===== config.mk =====
export PLATFORM = sky130hd
export DESIGN_NAME = stereo_disparity_reader
export DESIGN_NICKNAME = d
export VERILOG_FILES = /design/src/rtl/stereo_disparity_reader.sv
export SDC_FILE = /design/constraint.sdc
export NUM_CORES = 1
export LEC_CHECK = 0
export CORE_ASPECT_RATIO = 0.9
export CORE_UTILIZATION = 56
export CTS_CLUSTER_DIAMETER = 200
export DETAILED_ROUTE_END_ITERATION = 7
export MAX_ROUTING_LAYER = met4
export PLACE_DENSITY_LB_ADDON = 0.1
export SLEW_MARGIN = 20
export SYNTH_ARGS = -nofsm -noshare
export SYNTH_HDL_FRONTEND = slang
export SYNTH_SLANG_ARGS = --single-unit

===== constraint.sdc =====
create_clock -name sysclk -period 3.6 [get_ports sysclk]
set_clock_uncertainty 0.15 [all_clocks]
set_input_delay 0.54 -clock sysclk [delete_from_list [all_inputs] [get_ports sysclk]]
set_output_delay 0.54 -clock sysclk [all_outputs]
set_load 0.02 [all_outputs]

===== src/rtl/stereo_disparity_reader.sv =====
// Reads one line from the left/right strip RAMs and finds the disparity with the
// smallest windowed sum of absolute differences (ties go to the smaller disparity).
module stereo_disparity_reader #(
  parameter int LINE_LEN = 640,
  parameter int REF_COL  = 320,
  parameter int WIN      = 16,
  parameter int MAX_DISP = 64,
  parameter int RD_LAT   = 2,
  parameter int SAD_W    = 8
) (
  input  logic                        sysclk,
  input  logic                        reset,
  input  logic                        start,
  output logic [10:0]                 rdaddrl,
  output logic [10:0]                 rdaddrr,
  output logic                        rdclkl,
  output logic                        rdclkr,
  output logic                        rdenl,
  output logic                        rdenr,
  input  logic [2:0]                  datal,
  input  logic [2:0]                  datar,
  output logic                        busy,
  output logic                        done,
  output logic [$clog2(MAX_DISP)-1:0] disp,
  output logic [SAD_W-1:0]            sad,
  output logic [1:0]                  dbg_state
);
  localparam int AW    = 11;
  localparam int DW    = $clog2(MAX_DISP);
  localparam int IW    = $clog2(WIN);
  localparam int TAG_W = 3 + DW;

  if ((REF_COL < MAX_DISP - 1) || (REF_COL + WIN > LINE_LEN)) begin : g_bad_params
    $error("stereo_disparity_reader: window does not fit the stored line");
  end

  typedef enum logic [1:0] {S_IDLE, S_READ, S_DRAIN, S_DONE} state_t;

  // Handshake: start is a one-cycle request honoured only in IDLE (ignored otherwise);
  // busy is high in READ/DRAIN; done pulses one cycle and disp/sad hold until the next done.
  state_t            state_q, state_d;
  logic [IW-1:0]     i_q, i_d;
  logic [DW-1:0]     d_q, d_d;
  logic [AW-1:0]     addrl_q, addrl_d, addrr_q, addrr_d;
  logic              rden_q, rden_d;
  logic [SAD_W-1:0]  best_sad_q, best_sad_d;
  logic [DW-1:0]     best_disp_q, best_disp_d;
  logic [SAD_W-1:0]  sad_q, sad_d;
  logic [DW-1:0]     disp_q, disp_d;
  logic [SAD_W-1:0]  acc_q, acc_d;
  logic              cmp_valid_q, cmp_valid_d;
  logic [SAD_W-1:0]  cmp_sad_q, cmp_sad_d;
  logic [DW-1:0]     cmp_disp_q, cmp_disp_d;
  logic [TAG_W-1:0]  tag_q [RD_LAT];
  logic [TAG_W-1:0]  tag_d [RD_LAT];

  logic [2:0]        absdiff;
  logic              tag_valid, tag_first, tag_last;
  logic [DW-1:0]     tag_disp;

  // Tag pipeline: entry 0 captures the pair currently on the address pins,
  // the last entry lines up with the RAM data for that pair.
  always_comb begin
    tag_d[0] = {rden_q, (i_q == '0), (i_q == IW'(WIN - 1)), d_q};
    for (int k = 1; k < RD_LAT; k++) begin
      tag_d[k] = tag_q[k-1];
    end
    {tag_valid, tag_first, tag_last, tag_disp} = tag_q[RD_LAT-1];
    absdiff = (datal >= datar) ? (datal - datar) : (datar - datal);

    acc_d       = acc_q;
    cmp_valid_d = 1'b0;
    cmp_sad_d   = cmp_sad_q;
    cmp_disp_d  = cmp_disp_q;
    if (tag_valid) begin
      acc_d = tag_first ? SAD_W'(absdiff) : acc_q + SAD_W'(absdiff);
      if (tag_last) begin
        cmp_valid_d = 1'b1;
        cmp_sad_d   = acc_d;
        cmp_disp_d  = tag_disp;
      end
    end
  end

  always_comb begin
    state_d     = state_q;
    i_d         = i_q;
    d_d         = d_q;
    addrl_d     = addrl_q;
    addrr_d     = addrr_q;
    rden_d      = 1'b0;
    best_sad_d  = best_sad_q;
    best_disp_d = best_disp_q;
    disp_d      = disp_q;
    sad_d       = sad_q;

    if (cmp_valid_q && (cmp_sad_q < best_sad_q)) begin
      best_sad_d  = cmp_sad_q;
      best_disp_d = cmp_disp_q;
    end

    case (state_q)
      S_IDLE: begin
        if (start) begin
          state_d     = S_READ;
          i_d         = '0;
          d_d         = '0;
          addrl_d     = AW'(REF_COL);
          addrr_d     = AW'(REF_COL);
          rden_d      = 1'b1;
          best_sad_d  = '1;
          best_disp_d = '0;
        end
      end
      S_READ: begin
        if ((i_q == IW'(WIN - 1)) && (d_q == DW'(MAX_DISP - 1))) begin
          state_d = S_DRAIN;
        end else begin
          rden_d = 1'b1;
          if (i_q == IW'(WIN - 1)) begin
            i_d = '0;
            d_d = d_q + 1'b1;
          end else begin
            i_d = i_q + 1'b1;
          end
          addrl_d = AW'(REF_COL) + AW'(i_d);
          addrr_d = AW'(REF_COL) + AW'(i_d) - AW'(d_d);
        end
      end
      S_DRAIN: begin
        // The final compare is the one for the largest disparity.
        if (cmp_valid_q && (cmp_disp_q == DW'(MAX_DISP - 1))) begin
          state_d = S_DONE;
          disp_d  = best_disp_d;
          sad_d   = best_sad_d;
        end
      end
      S_DONE:  state_d = S_IDLE;
      default: state_d = S_IDLE;
    endcase
  end

  always_ff @(posedge sysclk or posedge reset) begin
    if (reset) begin
      state_q     <= S_IDLE;
      i_q         <= '0;
      d_q         <= '0;
      addrl_q     <= '0;
      addrr_q     <= '0;
      rden_q      <= 1'b0;
      best_sad_q  <= '1;
      best_disp_q <= '0;
      disp_q      <= '0;
      sad_q       <= '0;
      acc_q       <= '0;
      cmp_valid_q <= 1'b0;
      cmp_sad_q   <= '0;
      cmp_disp_q  <= '0;
      for (int k = 0; k < RD_LAT; k++) begin
        tag_q[k] <= '0;
      end
    end else begin
      state_q     <= state_d;
      i_q         <= i_d;
      d_q         <= d_d;
      addrl_q     <= addrl_d;
      addrr_q     <= addrr_d;
      rden_q      <= rden_d;
      best_sad_q  <= best_sad_d;
      best_disp_q <= best_disp_d;
      disp_q      <= disp_d;
      sad_q       <= sad_d;
      acc_q       <= acc_d;
      cmp_valid_q <= cmp_valid_d;
      cmp_sad_q   <= cmp_sad_d;
      cmp_disp_q  <= cmp_disp_d;
      for (int k = 0; k < RD_LAT; k++) begin
        tag_q[k] <= tag_d[k];
      end
    end
  end

  assign rdaddrl   = addrl_q;
  assign rdaddrr   = addrr_q;
  assign rdenl     = rden_q;
  assign rdenr     = rden_q;
  assign rdclkl    = sysclk;
  assign rdclkr    = sysclk;
  assign busy      = (state_q == S_READ) || (state_q == S_DRAIN);
  assign done      = (state_q == S_DONE);
  assign disp      = disp_q;
  assign sad       = sad_q;
  assign dbg_state = state_q;
endmodule

# Word level (Yosys, flattened, before mapping)
# Cells that the tools add are included.
# word_totals
in_bits	9
ff_bits	104
elab_cells	80
# op_classes
n_eq_ne	10
order_cmp	2
reduce_logical	11
mux	34
addsub	7
# ops
cell	count
$mux W6	8
$pmux W11 S2	2
$mux W11	3
$mux W8	4
$mux W4	5
$eq A6 B6 Y1 const B	2
$pmux W6 S2	1
$sub A10 B6 Y11	1
$add A9 B4 Y10 const A	1
$add A8 B3 Y8	1
$lt A8 B8 Y1	1
$ne A2 B2 Y1 const B	4
$pmux W2 S4	1
$pmux W4 S2	1
$add A6 B1 Y6 const B	1
$mux W2	3
$reduce_and A3 Y1	2
$sub A3 B3 Y3	2
$add A4 B1 Y4 const B	1
$eq A2 B2 Y1 const B	2
$eq A4 B4 Y1 const B	1
$logic_not A4 Y1	1
$mux W1	4
$reduce_and A2 Y1	2
other kinds (8)	10

# Logic depth before layout (Yosys ltp)
# logic_depth
depth_word	8
depth_mapped	14

==> out/results.tsv <==
stage	metric	value	unit
synth	Area contributors post-synth	dfrtp_1 46%, ha_1 7.2%, dfstp_2 4.7%	
power_and_ir_drop	Final Total Pwr	0.002679	W
floorplanning	Die ar.	8395	µm²
synth	multiplexer share of the synthesized area	6.287	%
synth	ys async rst share	100.0	%
placed_design	GP Congestion	0.8827	
synth	largest family of logic cells by synthesized area	compound AO/OA/AOI/OAI gates	
floorplanning	row cnt	30	
setup_path	r2r startpoint	i_q[1]$_DFFE_PP0P_	
synth	Synth Area in Compound Gates	13.57	%
placed_design	placed wire-length estimate	5690	µm
detailed_routing	number of remaining DRC errors	0	
clock_tree	clk_lat worst skew	460	ps
clock_tree	CTS tree	built	
setup_path	critical path cell sequence	clkdlybuf4s50_1 -> inv_1 -> ha_1 -> nand2b_1 -> a21o_1 -> a21oi_2 -> mux2_2 -> fa_1 -> and2_1 -> o21a_1 -> and3_1 -> xnor2_1 -> o31ai_1	
timing	top achievable clock speed	294.4	MHz
clock_tree	cts hold-fix bufs	0	
detailed_routing	post-route ant nets	0	
clock_tree	setup bufs post-CTS	0	
detailed_routing	drt total wl	7853	µm
floorplanning	die height	87.03	µm
synth	post-synthesis simple-gate area fraction	11.71	%
setup_path	critical path data arrival time	3610	ps
synth	dominant cell type by area after synthesis	dfrtp_1	
timing	Slew Limit Fails	0	
timing	fin crit share	94.36	%
cells_and_area	final std cells w/o fill	569	
cells_and_area	share of cells above drive strength 1	14.38	%
placed_design	placed instance area	5056	µm²
timing	WHS	203.4	ps
cells_and_area	P&R area growth vs syn	17.50	%
synth	Avg Inst Size Synth	10.92	µm²
setup_path	Crit path buffers/inverters	2	
setup_path	Worst Setup End Kind	register	
setup_path	Slowest cell on crit path	clkdlybuf4s50_1	
synth	Synth Flop Type	dfrtp_1	
placed_design	count of input and output buffers	44	
floorplanning	core area	7657	µm²
clock_tree	cts repair resizes	0	
timing	unrepaired setup endpoints after global routing	false	
global_routing	initial antenna violation count	0	
synth	post-synth top area share	45.62	%
placed_design	dpl ws	-285.8	ps
setup_path	crit-path max cell delay	480	ps
synth	yosys warns	0	
synth	most common cell in the synthesized netlist	dfrtp_1	
detailed_routing	via/cell ratio	5.316	
clock_tree	Clk pin slew, worst setup/hold paths	80	ps
min_path	hold crit path type	register to register	
detailed_routing	Detailed Route Iter0 Violations	110	
synth	synthesized cell area	4498	µm²
global_routing	largest net degree at the start of global routing	42	
floorplanning	die span in x	96.47	µm
setup_path	kind of cell adding the most delay to the critical path	compound AO/OA/AOI/OAI gates	
timing	worst setup margin	202.9	ps
status	run status	completed	
setup_path	critical setup path kind	primary input to register	
detailed_routing	Pre-antenna DRT Iters	4	
cells_and_area	FILL cells	594	
power_and_ir_drop	pwr dens	507.0	nW/µm²
global_routing	gr ovfl total	0	
synth	post-synth cell types	57	
global_routing	vias in the first global route	2930	
setup_path	crit path launch	datal[0]	
synth	Synth Instances	412	
synth	sequential-to-total area share from yosys stat	50.29	%
synth	synthesized flop and latch total	90	
timing	hold violation count in the final report	0	
setup_path	worst reg-to-reg setup slack	810	ps
power_and_ir_drop	maximum vdd drop	0.2360	mV
floorplanning	Initial Utilization	58.74	%
placed_design	placed cells	549	
run	max-cap violations	0	
global_routing	gr usage total	22.78	%
setup_path	crit start category	primary input	
setup_path	CP Max Fanout	3	
setup_path	Worst Path Required	3810	ps
timing	Worst slew margin	38.63	%
timing	final count of negative-setup-slack endpoints	0	
synth	post-synthesis adder-cell area fraction	9.013	%
detailed_routing	via count	3025	
detailed_routing	wire length per cell	13.80	µm
synth	Post-synth top cells	82 x dfrtp_1, 50 x nand2_1, 34 x inv_1	
min_path	hold path start	tag_d[1]$_DFF_PP0_	
timing	worst slew pin tran	918.3	ps
global_routing	global-route wire length before repair	13680	µm
timing	post-layout min period	3397	ps
cells_and_area	NumNets Final	507	
synth	XOR/XNOR share of the synthesized area	2.531	%
power_and_ir_drop	Pleak	2.522	nW
cells_and_area	antenna cells	0	
synth	Post-synth EDFFs	0	
floorplanning	IO Count	53	
cells_and_area	final instance area	5285	µm²
-- layer usage --
layer	track usage, %	vias up	wire length (µm)
met5	-	-	0
met4	12.03	0	217
met3	7.068	20	301
met2	32.01	66	3446
met1	29.48	1436	3887
li1	-	1503	-
-- area by class of cell --
cell class              instances  area (µm²)  share of cell area, %
flip-flops and latches         90        2262                  42.80
multi-input cells             270        1987                  37.59
repair buffers                 56       538.0                  10.18
clock buffers                  16       202.7                  3.835
inverters                      35       132.6                  2.509
well taps                      96       120.1                  2.273
clock inverters                 6       42.54                 0.8049
-- flip-flops by register name, summed over array words and instances (netlist names), 3 cells and up --
name,cells
tag_d,9
d_q,6
i_q,3
tag_disp,6
best_disp_q,6
cmp_sad_q,8
sad,8
disp,6
acc_q,8
cmp_disp_q,6
rdaddrr,7
best_sad_q,8
-- worst reg2reg max path: cells and delay by family (launching register included) --
family,cells,cell delay (ps)
AOI/OAI and AO/OA,3,450
DFF,1,420
muxes,1,380
buffers and inverters,1,150
adders and majority gates,2,590
and+or+nand+nor,2,370
xor gates and xnor gates,1,170
-- metrics by stage --
step | utilization, % | setup TNS (ps)
3_5_place_dp | 66.03 | -1631
2_1_floorplan | - | 0
3_3_place_gp | 66.03 | -839.1
6_report | 69.02 | 0
4_1_cts | 68.97 | 0
5_1_grt | 69.02 | 0
-- worst paths after layout --
check	to	depth (start not counted)
min in group asynchronous	rdaddrl[3]$_DFFE_PP0P_	2
max in group asynchronous	best_sad_q[5]$_DFF_PP1_	3
setup reg to reg	rdaddrr[5]$_DFFE_PP0P_	10
hold reg to reg	tag_disp[1]$_DFF_PP0_	0
setup / recovery	cmp_sad_q[6]$_DFFE_PP0P_	13
hold / removal	tag_disp[1]$_DFF_PP0_	0
-- kinds of logic (layout without fill, tap and decap cells) --
group	after synthesis	in the layout
mux	27	27
buf+inv	59	113
other cells	1	8
fa+ha+maj	30	30
flops	90	90
compound gates	87	87
simple gates	105	105
xor+xnor	13	13
-- where the power goes --
part | leakage (nW) | internal [W] | switching (W)
Combinational | 1.33 | 0.000283 | 0.000319
Sequential | 1.07 | 0.00117 | 0.000108
Clock | 0.120 | 0.000386 | 0.000412
-- placed cells by master, fill, tap and decap left out, types with 2 or more instances in the layout --
| master | count |
|---|---|
| o21ai_1 | 20 |
| nor2b_1 | 3 |
| inv_1 | 33 |
| xor2_1 | 5 |
| a21o_1 | 7 |
| conb_1 | 8 |
| clkdlybuf4s50_1 | 44 |
| xnor2_1 | 8 |
| ha_1 | 26 |
| and3_1 | 2 |
| o21a_1 | 3 |
| inv_6 | 2 |
| o21ai_0 | 13 |
| nand2_1 | 50 |
| fa_1 | 4 |
| a22o_1 | 5 |
| dfrtp_1 | 82 |
| nor3_1 | 2 |
| and4_1 | 3 |
| buf_4 | 13 |
| o211ai_1 | 2 |
| nand2b_1 | 9 |
| nand4_1 | 3 |
| mux2i_1 | 17 |
| clkbuf_8 | 13 |
| mux2_2 | 9 |
| dfstp_2 | 8 |
| o31ai_1 | 9 |
| clkinvlp_4 | 2 |
| nor2_1 | 19 |
| and2_1 | 6 |
| o31ai_4 | 2 |
| a21oi_2 | 5 |
| a21oi_1 | 6 |
| nor3b_1 | 2 |
| clkinv_2 | 3 |
Note: power is estimated with default switching activity, not from simulation.
